[config.mk]
export PLATFORM = sky130hd
export DESIGN_NAME = fetch_unit
export DESIGN_NICKNAME = d
export VERILOG_FILES = /design/src/rtl/fetch_pkg.sv /design/src/rtl/fetch_queue.sv /design/src/rtl/fetch_unit.sv
export SDC_FILE = /design/constraint.sdc
export NUM_CORES = 1
export LEC_CHECK = 0
export CORE_UTILIZATION = 60
export CTS_CLUSTER_SIZE = 30
export DETAILED_ROUTE_END_ITERATION = 16
export GPL_TIMING_DRIVEN = 0
export HOLD_SLACK_MARGIN = 0.08
export PLACE_DENSITY = 0.85
export SYNTH_ARGS = -nofsm -noshare
export SYNTH_HDL_FRONTEND = slang
export SYNTH_SLANG_ARGS = --single-unit
[constraint.sdc]
create_clock -name clock -period 6.1 [get_ports clock]
set_input_delay 0.915 -clock clock [delete_from_list [all_inputs] [get_ports clock]]
set_output_delay 0.915 -clock clock [all_outputs]
set_load 0.005 [all_outputs]
[src/rtl/fetch_pkg.sv]
// Shared types and constants for the fetch front end.
package fetch_pkg;

    localparam logic [31:0] EBREAK_INSTR = 32'h0010_0073;

    typedef enum logic [1:0] {
        BOOT   = 2'd0,
        FETCH  = 2'd1,
        HALTED = 2'd2
    } fetch_state_t;

    typedef struct packed {
        logic [31:0] instr;
        logic [31:0] pc;
    } fq_entry_t;

endpackage

[src/rtl/fetch_queue.sv]
// Synchronous FIFO of fetched {instr, pc} entries with flush.
// A push into a full queue is accepted when a pop happens in the same cycle.
module fetch_queue
    import fetch_pkg::*;
#(
    parameter int DEPTH = 4
) (
    input  logic                     clock,
    input  logic                     reset,
    input  logic                     push,
    input  fq_entry_t                push_data,
    input  logic                     pop,
    input  logic                     flush,
    output fq_entry_t                head,
    output logic                     full,
    output logic                     empty,
    output logic [$clog2(DEPTH):0]   count
);

    localparam int PW = $clog2(DEPTH);

    fq_entry_t       store [DEPTH];
    logic [PW-1:0]   wr_ptr;
    logic [PW-1:0]   rd_ptr;
    logic            do_pop;
    logic            do_push;

    assign empty   = (count == '0);
    assign full    = (count == (PW+1)'(DEPTH));
    assign do_pop  = pop && !empty;
    assign do_push = push && (!full || do_pop);
    assign head    = store[rd_ptr];

    // Entry storage; contents are only observed while count is non-zero.
    always_ff @(posedge clock) begin
        if (do_push && !flush)
            store[wr_ptr] <= push_data;
    end

    // Pointers wrap naturally at DEPTH; count separates full from empty.
    always_ff @(posedge clock or negedge reset) begin
        if (!reset) begin
            wr_ptr <= '0;
            rd_ptr <= '0;
            count  <= '0;
        end else if (flush) begin
            wr_ptr <= '0;
            rd_ptr <= '0;
            count  <= '0;
        end else begin
            if (do_push) wr_ptr <= wr_ptr + 1'b1;
            if (do_pop)  rd_ptr <= rd_ptr + 1'b1;
            case ({do_push, do_pop})
                2'b10:   count <= count + 1'b1;
                2'b01:   count <= count - 1'b1;
                default: count <= count;
            endcase
        end
    end

endmodule

[src/rtl/fetch_unit.sv]
// PC generation, fetch FSM and redirect handling feeding a small fetch queue.
// Optional macro FETCH_PERF_EN adds saturating perf_fetched / perf_stall counters.
module fetch_unit
    import fetch_pkg::*;
#(
    parameter logic [31:0] RESET_PC = 32'h0000_0000,
    parameter int          FQ_DEPTH = 4
) (
    input  logic        clock,
    input  logic        reset,
    input  logic        redirect_valid,
    input  logic [31:0] redirect_pc,
    output logic [31:0] imem_addr,
    input  logic [31:0] imem_instr,
    output logic        out_valid,
    output logic [31:0] out_instr,
    output logic [31:0] out_pc,
    input  logic        out_ready,
    output logic        halted
`ifdef FETCH_PERF_EN
    ,
    output logic [31:0] perf_fetched,
    output logic [31:0] perf_stall
`endif
);

    localparam int CW = $clog2(FQ_DEPTH) + 1;

    fetch_state_t    state;
    fetch_state_t    state_next;
    logic [31:0]     pc;
    logic [31:0]     pc_next;
    logic            enq;
    logic            flush;
    logic            take_redirect;
    logic            deq;
    logic            space;
    logic            is_ebreak;
    fq_entry_t       fq_head;
    fq_entry_t       last_head;
    logic            fq_full;
    logic            fq_empty;
    logic [CW-1:0]   fq_count;

    assign take_redirect = redirect_valid && (state != BOOT);
    assign deq           = out_valid && out_ready;
    assign space         = !fq_full || deq;
    assign is_ebreak     = (imem_instr == EBREAK_INSTR);

    // State register; BOOT covers the cycle where memory data is not yet valid.
    always_ff @(posedge clock or negedge reset) begin
        if (!reset) state <= BOOT;
        else        state <= state_next;
    end

    // Next-state: redirect wins, EBREAK parks the FSM once it is enqueued.
    always_comb begin
        state_next = state;
        case (state)
            BOOT:    state_next = FETCH;
            FETCH:   if (take_redirect)        state_next = FETCH;
                     else if (enq && is_ebreak) state_next = HALTED;
            HALTED:  if (take_redirect)        state_next = FETCH;
            default: state_next = BOOT;
        endcase
    end

    // Datapath controls: enqueue, flush and the next PC.
    always_comb begin
        enq     = 1'b0;
        flush   = 1'b0;
        pc_next = pc;
        if (take_redirect) begin
            flush   = 1'b1;
            pc_next = redirect_pc & 32'hFFFF_FFFC;
        end else if (state == FETCH && space) begin
            enq = 1'b1;
            if (!is_ebreak) pc_next = pc + 32'd4;
        end
    end

    // PC register.
    always_ff @(posedge clock or negedge reset) begin
        if (!reset) pc <= RESET_PC;
        else        pc <= pc_next;
    end

    fetch_queue #(.DEPTH(FQ_DEPTH)) u_queue (
        .clock     (clock),
        .reset     (reset),
        .push      (enq),
        .push_data ('{instr: imem_instr, pc: pc}),
        .pop       (deq),
        .flush     (flush),
        .head      (fq_head),
        .full      (fq_full),
        .empty     (fq_empty),
        .count     (fq_count)
    );

    // Remember the most recent head so outputs hold steady while the queue is empty.
    always_ff @(posedge clock or negedge reset) begin
        if (!reset)         last_head <= '0;
        else if (!fq_empty) last_head <= fq_head;
    end

    assign imem_addr = pc;
    assign out_valid = (fq_count != '0);
    assign out_instr = out_valid ? fq_head.instr : last_head.instr;
    assign out_pc    = out_valid ? fq_head.pc    : last_head.pc;
    assign halted    = (state == HALTED);

`ifdef FETCH_PERF_EN
    // Saturating event counters for fetched entries and full-queue stalls.
    always_ff @(posedge clock or negedge reset) begin
        if (!reset) begin
            perf_fetched <= '0;
            perf_stall   <= '0;
        end else begin
            if (enq && perf_fetched != 32'hFFFF_FFFF)
                perf_fetched <= perf_fetched + 32'd1;
            if (state == FETCH && !space && perf_stall != 32'hFFFF_FFFF)
                perf_stall <= perf_stall + 32'd1;
        end
    end
`endif

endmodule

Word level (Yosys, flattened, before mapping)
Memories as Yosys holds them, arrays and structs flattened.
Index checks and enable logic that the tools add are counted.
Cells by class
  shift operators: 0
  equal/unequal tests: 9
  divide/modulo/power cells: 0
  bitwise logic cells: 0
  reductions and logical operators: 22
  multiply operators: 0
  multiplexer cells: 20
  $add $sub $neg: 5
  magnitude comparators: 0
Operators with widths (count)
  32-bit 2-to-1 mux: 5
  32-bit by 3-bit adder with 32-bit output (second input constant): 1
  32-bit by 21-bit equality test with 1-bit output (second input constant): 1
  2-bit 2-to-1 mux: 7
  2-bit nonzero test: 4
  1-bit logical AND: 7
  2-bit one-hot mux with 3 select lines: 1
  3-bit one-hot mux with 2 select lines: 1
  3-bit nonzero test: 2
  1-bit 2-to-1 mux: 5
  2-bit by 1-bit adder with 2-bit output (second input constant): 2
  2-bit by 1-bit equality test with 1-bit output (second input constant): 2
  2-bit equality test (second input constant): 2
  2-bit AND reduction: 2
  3-bit by 1-bit adder with 3-bit output (second input constant): 1
  3-bit equality test (second input constant): 1
  1-bit logical NOT: 3
  3-bit logical NOT: 1
  3-bit 2-to-1 mux: 1
  3-bit inequality test (second input constant): 1
  3-bit by 1-bit subtractor with 3-bit output (second input constant): 1
  2-bit logical NOT: 1
  1-bit logical OR: 2
  2-bit by 1-bit inequality test with 1-bit output (second input constant): 1
  2-bit inequality test (second input constant): 1
Word-level totals
  bits of input ports: 68
  output and inout bits: 98
  memories: 1
  logic and storage cells: 64
  bits in latches: 0
  memory bits (writable): 256
  flip-flop bits (word level): 105
  bits in read-only memories: 0
Memory list
  u_queue.store: depth 4, bits a word 64, rd ports 1, clocked after memory_dff 0, write ports 1, line fetch_queue.sv:22  | fq_entry_t store [DEPTH];

Longest topological paths before layout
Gate-level depths: netlist of run 1.
  depth in word-level cells: 10
  gate-level depth with buffers: 7
  gate-level depth less buffers: 6

Hierarchy
Synthesis of run 1 repeated with hierarchy kept, for this count alone.
Unflattened totals
  cells, all modules: 834
  area total of the unflattened synthesis: 14894.3 µm²
By module, submodules not included
  fetch_queue: area each 9821.9 µm², instances 1, sequential area each 7862.5 µm², cells each 398
  fetch_unit: area each 5072.4 µm², instances 1, sequential area each 2402.3 µm², cells each 436

Worst setup path before layout of run 1
Ideal clock, no wire load.
  path type: input to register
  start point: input out_ready
  end point: memory u_queue.store[0][10] in the netlist's numbering, enable pin
  setup time: 0.427 ns
  cell stages on the path: 5
  path slack: 2.572 ns
  data required time: 5.673 ns
  buffers on the path: 2
  arrival time: 3.101 ns
  path through: nor4b_2 -> nor2_2 -> buf_4 -> buf_2 -> and3_1
Between the ends
  cells in the longest elaborated chain, start to end: 9
  elaborated cells on any way between the ends: 11
  those cells by class: mux: 4; reduce/logical: 7
RTL lines
  from (decl): line fetch_unit.sv:18  | input logic out_ready,
  1-bit logical AND *: line fetch_unit.sv:46  | assign deq = out_valid && out_ready;
  1-bit logical OR: line fetch_unit.sv:47  | assign space = !fq_full || deq;
  1-bit logical AND: line fetch_unit.sv:76  | end else if (state == FETCH && space) begin
  1-bit 2-to-1 mux: line fetch_unit.sv:76
  1-bit 2-to-1 mux: line fetch_unit.sv:73  | if (take_redirect) begin
  1-bit logical AND *: line fetch_queue.sv:31  | assign do_push = push && (!full || do_pop);
  1-bit logical AND *: line fetch_queue.sv:36  | if (do_push && !flush)
  1-bit 2-to-1 mux *: line fetch_queue.sv:36
  1-bit 2-to-1 mux (implied by the code) *: line fetch_queue.sv:37  | store[wr_ptr] <= push_data;
  to (decl): line fetch_queue.sv:22
Every way passes the cells marked *; elsewhere a longest branch is shown, timed or not.

Final worst setup path of run 1
  start point: register u_queue.count[0]
  end point: output out_pc[14]
Between the ends
  cells in the longest elaborated chain, start to end: 2
RTL lines
  from (decl): line fetch_queue.sv:17  | output logic [$clog2(DEPTH):0] count
  from (signal assigned): line fetch_queue.sv:54  | 2'b10: count <= count + 1'b1;
  from (signal assigned): line fetch_queue.sv:55  | 2'b01: count <= count - 1'b1;
  from (signal assigned): line fetch_queue.sv:56  | default: count <= count;
  3-bit nonzero test: line fetch_unit.sv:108  | assign out_valid = (fq_count != '0);
  32-bit 2-to-1 mux: line fetch_unit.sv:110  | assign out_pc = out_valid ? fq_head.pc : last_head.pc;
  to (decl): line fetch_unit.sv:17  | output logic [31:0] out_pc,
Every way passes these cells.

==> flow_summary.ini, run 1 <==
[outcome]
status = finished, final reports clean

[critical_path]
slowest_delay_ns = 0.64
path_cells = or3_1, clkbuf_1, clkbuf_1, mux2_2, clkdlybuf4s50_1
startpoint_type = flop
path_depth = 5
critPathLaunch = u_queue.count[0]$_DFFE_PN0P_
cp_max_fo = 10
r2r_cells = 4
crit_top_cell = clkbuf_1
cp_num_buf_inv = 3
cp_top_family = buffers and inverters
criticalPathCategory = flop to primary output
crit_end = out_pc[14]
rr_endpoint = u_queue.store[3][52]$_DFFE_PP_
cp.arrival_ns = 3.29
crit_path_end_kind = primary output
cp.required_ns = 5.18
r2r_slack_ns = 3.32
rr_startpoint = state[0]$_DFFE_PN0P_
cpMaxStageDelayCell = clkbuf_1

[timing]
finalCriticalPeriod_ns = 4.21
finalCritPeriodShare_pct = 69.0
maxSlewHeadroom_pct = 45.3
worst_slew_pin_slew_ns = 0.821
worst_hold_slack_ns = 0.284
slew_violations = 0
fmax_mhz = 238
rsz0062_at_grt = no
hold_viol_final = 0
finalWorstSetupSlack_ns = 1.89
setup_violations = 0
fin_worst_skew_ns = 0.0125

[synth]
syn_area_um2 = 13700
avgSynthCellArea_um2 = 18.7
yosysSeqAreaShare_pct = 72.7
synth_edf_count = 248
yosysUniqueCellTypes = 51
async_reset_ff_share_pct = 28.9
syn_inst = 735
ys.flop_type = edfxtp_1
ys_warn_count = 0
synth-seq-cells = 349

[pwr]
pwr-share-comb_pct = 30.7
p_sw_uw = 1970
p_leak_uw = 0.00592
cellInternalPower_uw = 5600
seqPwrFrac_pct = 41.9
power.total_uw = 7570
p_sw_share_pct = 26.0
power.density_nw_per_um2 = 446
ir_drop_v = 0.000348
clock_power_share_pct = 27.4

[die]
initial_core_util_pct = 62.1
io-pin-count = 166
fp.dieH_um = 153
die_w_um = 153
rows = 54
die_area_um2 = 23500
design.core.area_um2 = 22100

[global_routing]
grt_pass1_wl_mm = 44.8
met3_usage_pct = 4.37
grt_max_degree = 74
grt_use_met2_pct = 40.7
antenna_found_initial = 1
use_met1_pct = 36.6
grt_pass1_vias = 7837
grt-ovfl-total = 0
grt_use_total_pct = 25.3
grt_busiest_layer = met2

[placed_design]
placed_cells = 1182
place_congestion = 0.883
pre_cts_slack_ns = 2.42
post_dp_cell_area_um2 = 15800
dpl.hpwl_mm = 18.0
portBuffers = 159

[final_layout]
final_nets = 1014
finish.instance_area_um2 = 17000
fillCellCount = 1209
finalNonFillerCells = 1245
areaGrowthSynthToFinish_pct = 23.6
final-seq-area_um2 = 9970
multi_input_comb_area_um2 = 3580
antenna_cells = 0
drive_above_1_share_pct = 22.4

[route]
vias = 7594
detail_route.wl_per_cell_um = 22.8
ant_nets = 0
drtIter0Drc = 530
drc = 0
via_per_inst = 6.10
wl_mm = 28.4
first_pass_iters = 5

[clock_network]
htreeDepth = 2
clock_sinks = 349
cts_root_buf = clkbuf_16
clock_latency_ns = 0.50
clk_pin_slew_ns = 0.06
cts_tree = built
cts_setup_buffers = 0
numCtsBuffers = 36
cts_hold_buf = 0
clock_path_buffers = 3
cts_resized = 0

[hold_path]
hold_path_class = input port to async pin

[job]
maxCapViolCount = 0
[synthesized netlist by cell type (all sizes together) (7+ instances only)]
| cell | count | area (um^2) |
|---|---|---|
| nor4 | 7 | 58.8 |
| mux4 | 62 | 1400 |
| nand2 | 24 | 90.1 |
| xor2 | 10 | 87.6 |
| edfxtp | 248 | 7450 |
| dfrtp | 101 | 2530 |
| clkbuf | 21 | 78.8 |
| buf | 15 | 90.1 |
| o21ai | 26 | 134 |
| nor2 | 32 | 130 |
| or3 | 16 | 100 |
| nand3 | 11 | 60.1 |
| a31oi | 18 | 113 |
| mux2 | 62 | 698 |
| nand4 | 10 | 96.4 |
| inv | 10 | 37.5 |
[logic make-up (layout without fill, tap and decap cells)]
family / Yosys count / in the layout / synth area share (%)
simple gates: 124 / 124 / 5.35
compound gates: 70 / 70 / 3.62
mux: 126 / 126 / 15.4
buf+inv: 46 / 273 / 1.50
xor+xnor: 13 / 13 / 0.829
flops: 349 / 349 / 72.7
fa+ha+maj: 6 / 6 / 0.602
other cells: 1 / 4 / 0.0273
[cell type report]
type / instances / area share, %
Sequential cell: 349 / 58.8
Multi-Input combinational cell: 343 / 21.1
Timing Repair Buffer: 164 / 10.2
Clock buffer: 49 / 5.90
Tap cell: 280 / 2.07
Buffer: 36 / 0.996
Clock inverter: 14 / 0.723
Inverter: 10 / 0.221
[metal layers]
layer  part of all wire [%]  routed length [um]  vias to the layer above
li1                       -                   -                     3335
met1                     42               11800                     3862
met2                     49               13900                      348
met3                    7.6                2170                       47
met4                    1.7                 496                        2
met5                  0.046                  13                        -
[power by group through the flow]
stage                     sequential, uW  clock [uW]  combinational [uW]
after global routing                3210        2200                2490
after global placement              3210           0                2270
after detailed placement            3210           0                2350
after floorplan                     3160           0                1180
final                               3170        2070                2330
after CTS                           3170        2110                2370
[worst min path at each step]
stage | end | slack (ns) | startpoint | cells after the start
global route | last_head[41]$_DFFE_PN0N_ | 0.29 | reset | 1
global placement | last_head[25]$_DFFE_PN0N_ | 0.48 | last_head[25]$_DFFE_PN0N_ | 1
finish | last_head[41]$_DFFE_PN0N_ | 0.28 | reset | 1
detailed placement | last_head[16]$_DFFE_PN0N_ | 0.49 | last_head[16]$_DFFE_PN0N_ | 1
floorplan | last_head[10]$_DFFE_PN0N_ | 0.49 | last_head[10]$_DFFE_PN0N_ | 1
CTS | last_head[41]$_DFFE_PN0N_ | 0.28 | reset | 1
[cell usage in the layout (no fill, tap or decap), types with 6 or more instances in the layout]
master / instances
edfxtp_1: 248
mux4_2: 62
xor2_1: 10
nor2_1: 30
nand4_1: 6
o21ai_0: 15
or4_1: 6
o21ai_1: 10
clkbuf_16: 37
nand3_1: 10
a31oi_1: 18
clkinv_2: 7
dfrtp_1: 101
buf_4: 6
buf_2: 9
or3_1: 16
mux2_2: 62
clkdlybuf4s50_1: 158
nor4_1: 6
inv_1: 10
clkbuf_1: 30
nand2_1: 24
[worst register-to-register path, stage by stage, from the launching register on]
cell	delay, ns
dfrtp_1	0.43
o21ai_1	0.62
clkbuf_1	0.51
and3_4	0.57
buf_16	0.31
[flip-flops by register name (all words and copies together) (netlist names)]
register,flops
u_queue.count,3
u_queue.wr_ptr,2
u_queue.rd_ptr,2
imem_addr,30
state,2
u_queue.store,248
last_head,62
[per-stage QoR]
step / util (%) / TNS, ns
2_1_floorplan: - / 0
3_3_place_gp: 71.0 / -23.13
3_5_place_dp: 71.7 / 0
4_1_cts: 76.8 / 0
5_1_grt: 76.8 / 0
6_report: 76.8 / 0
Note: power is estimated with default switching activity, not from simulation.
==> inputs of run 2 (changes only) <==
CORE_UTILIZATION = 50   (was 60)
PLACE_DENSITY = 0.76   (was 0.85)
clock period = 3.4 ns   (was 6.1 ns; I/O delays follow)
==> run 2 against run 1 <==
Against the previous run: combinational power is 79% higher; flip-flop and latch count stayed put; final area is 1.3% higher; setup slack worse by 1.7 ns; clock power is 96% higher; sequential power is 79% higher; clock skew is 0.013 ns higher; global-route usage is 3.8 points lower; critical path depth stayed put; utilization is 13 points lower; power is 84% higher.
==> flow_summary.ini, run 2 (same netlist as run 1, synthesis figures left out) <==
[pwr]
power.density_nw_per_um2 = 810
p_leak_uw = 0.00603
ir_drop_v = 0.000375

[die]
design.core.area_um2 = 27000
fp.dieH_um = 168
initial_core_util_pct = 50.9
rows = 60
die_area_um2 = 28100
die_w_um = 168
io-pin-count = 166

[critical_path]
cp.required_ns = 2.89
startpoint_type = flop
cpMaxStageDelayCell = clkdlybuf4s50_1
r2r_cells = 4
cp_num_buf_inv = 3
cp.arrival_ns = 2.73
crit_path_end_kind = primary output
cp_top_family = buffers and inverters
path_cells = or3_1, buf_2, clkbuf_2, mux2_2, clkdlybuf4s50_1
slowest_delay_ns = 0.53
rr_startpoint = state[0]$_DFFE_PN0P_
rr_endpoint = u_queue.store[1][3]$_DFFE_PP_
cp_max_fo = 10
criticalPathCategory = flop to primary output
r2r_slack_ns = 0.57

[outcome]
status = finished, final reports clean

[clock_network]
clock_sinks = 349
clock_path_buffers = 3
htreeDepth = 2
clk_pin_slew_ns = 0.06
cts_root_buf = clkbuf_16
clock_latency_ns = 0.52
cts_setup_buffers = 0
numCtsBuffers = 37
cts_tree = built

[final_layout]
regMostFlops = u_queue.store
antenna_cells = 0
fin_util_pct = 63.8
largest_reg_flops = 248
drive_above_1_share_pct = 24.7
final_nets = 1015
final_cell_mix = edfxtp_1 (248), clkdlybuf4s50_1 (158), dfrtp_1 (101)
final_common_cell = edfxtp_1
areaGrowthSynthToFinish_pct = 25.2

[hold_path]
hold_path_class = input port to async pin

[route]
drtIter0Drc = 627
vias = 7501
first_pass_iters = 6
ant_nets = 0
wl_mm = 29.1
via_per_inst = 5.72
drc = 0
detail_route.wl_per_cell_um = 22.2

[global_routing]
grt_max_degree = 66
grt-ovfl-total = 0
grt_pass1_wl_mm = 45.4
antenna_found_initial = 0
grt_use_total_pct = 21.6
grt_pass1_vias = 7824

[placed_design]
place_congestion = 0.805
dpl.hpwl_mm = 18.4
pre_cts_slack_ns = 0.144
portBuffers = 159

[timing]
finalCriticalPeriod_ns = 3.24
hold_viol_final = 0
setup-tns-final_ns = 0
setup_violations = 0
finalCritPeriodShare_pct = 95.4
worst_slew_pin_slew_ns = 0.723
slew_violations = 0
worst_hold_slack_ns = 0.456
rsz0062_at_grt = no
fin_worst_skew_ns = 0.0259
finalWorstSetupSlack_ns = 0.155
maxSlewHeadroom_pct = 51.5
fmax_mhz = 308

[job]
maxCapViolCount = 0
[run 2: cell types whose count changed in the layout (fill, tap and decap cells not counted), sizes merged]
cell and delta:
bufinv +2, clkbuf -8, buf +3, dlygate4sd3 +1, clkinv +5, clkinvlp +2
[run 2: worst register-to-register path: cells and delay by family, from the launching register on]
family / cells / cell delay (ns)
AO/OA/AOI/OAI: 1 / 0.61
buffers and inverters: 2 / 0.83
flip-flops: 1 / 0.43
AND/OR/NAND/NOR: 1 / 0.62
[run 2: metal layers]
layer  vias up  track usage (%)  part of all wire (%)
li1       3345                -                     -
met1      3849             29.7                    43
met2       268             35.5                    49
met3        39             4.37                   6.6
met4         0             5.35                   1.6
met5         -                0                     0
[run 2: timing repair]
item / 4_1_cts / 5_1_grt
endpoints found under the setup margin: 60 / 43
resized for setup: 20 / 5
hold buffers: 1 / 0
hold endpoints to repair: 36 / 0
pin swaps: 0 / 0
[run 2: how the worst max path moves through the flow]
stage,from,slack (ns),depth (start not counted),to
final,u_queue.count[0]$_DFFE_PN0P_,0.16,5,out_instr[16]
after global routing,u_queue.count[0]$_DFFE_PN0P_,0.06,5,out_instr[11]
after CTS,u_queue.count[0]$_DFFE_PN0P_,0.02,5,out_pc[20]
after detailed placement,u_queue.count[0]$_DFFE_PN0P_,0.14,5,out_pc[28]
after global placement,reset,-2.66,1,last_head[4]$_DFFE_PN0N_
after floorplan,state[1]$_DFFE_PN0P_,0.23,5,u_queue.store[0][10]$_DFFE_PP_
[run 2: layout make-up]
type | count | area (um^2)
sequential | 349 | 9970
fill | 1869 | 9760
multi-input combinational | 343 | 3580
tap | 341 | 427
timing repair buffer | 165 | 1730
clock buffer | 45 | 1010
inverter | 10 | 37.5
clock inverter | 23 | 229
buffer | 35 | 201
[run 2: stage by stage]
stage               cells  area, um^2  total power [uW]
CTS                  1311       17200             14100
floorplan             738       13700              7790
detailed placement   1243       15900              9970
global placement     1238       15800              9870
finish               1311       17200             13900
global route         1311       17200             14600
[run 2: where the power goes]
part | switching, uW | total, uW | internal, uW
clock network | 1630 | 4060 | 2430
logic | 1700 | 4180 | 2480
registers | 284 | 5670 | 5390
total | 3620 | 13900 | 10300
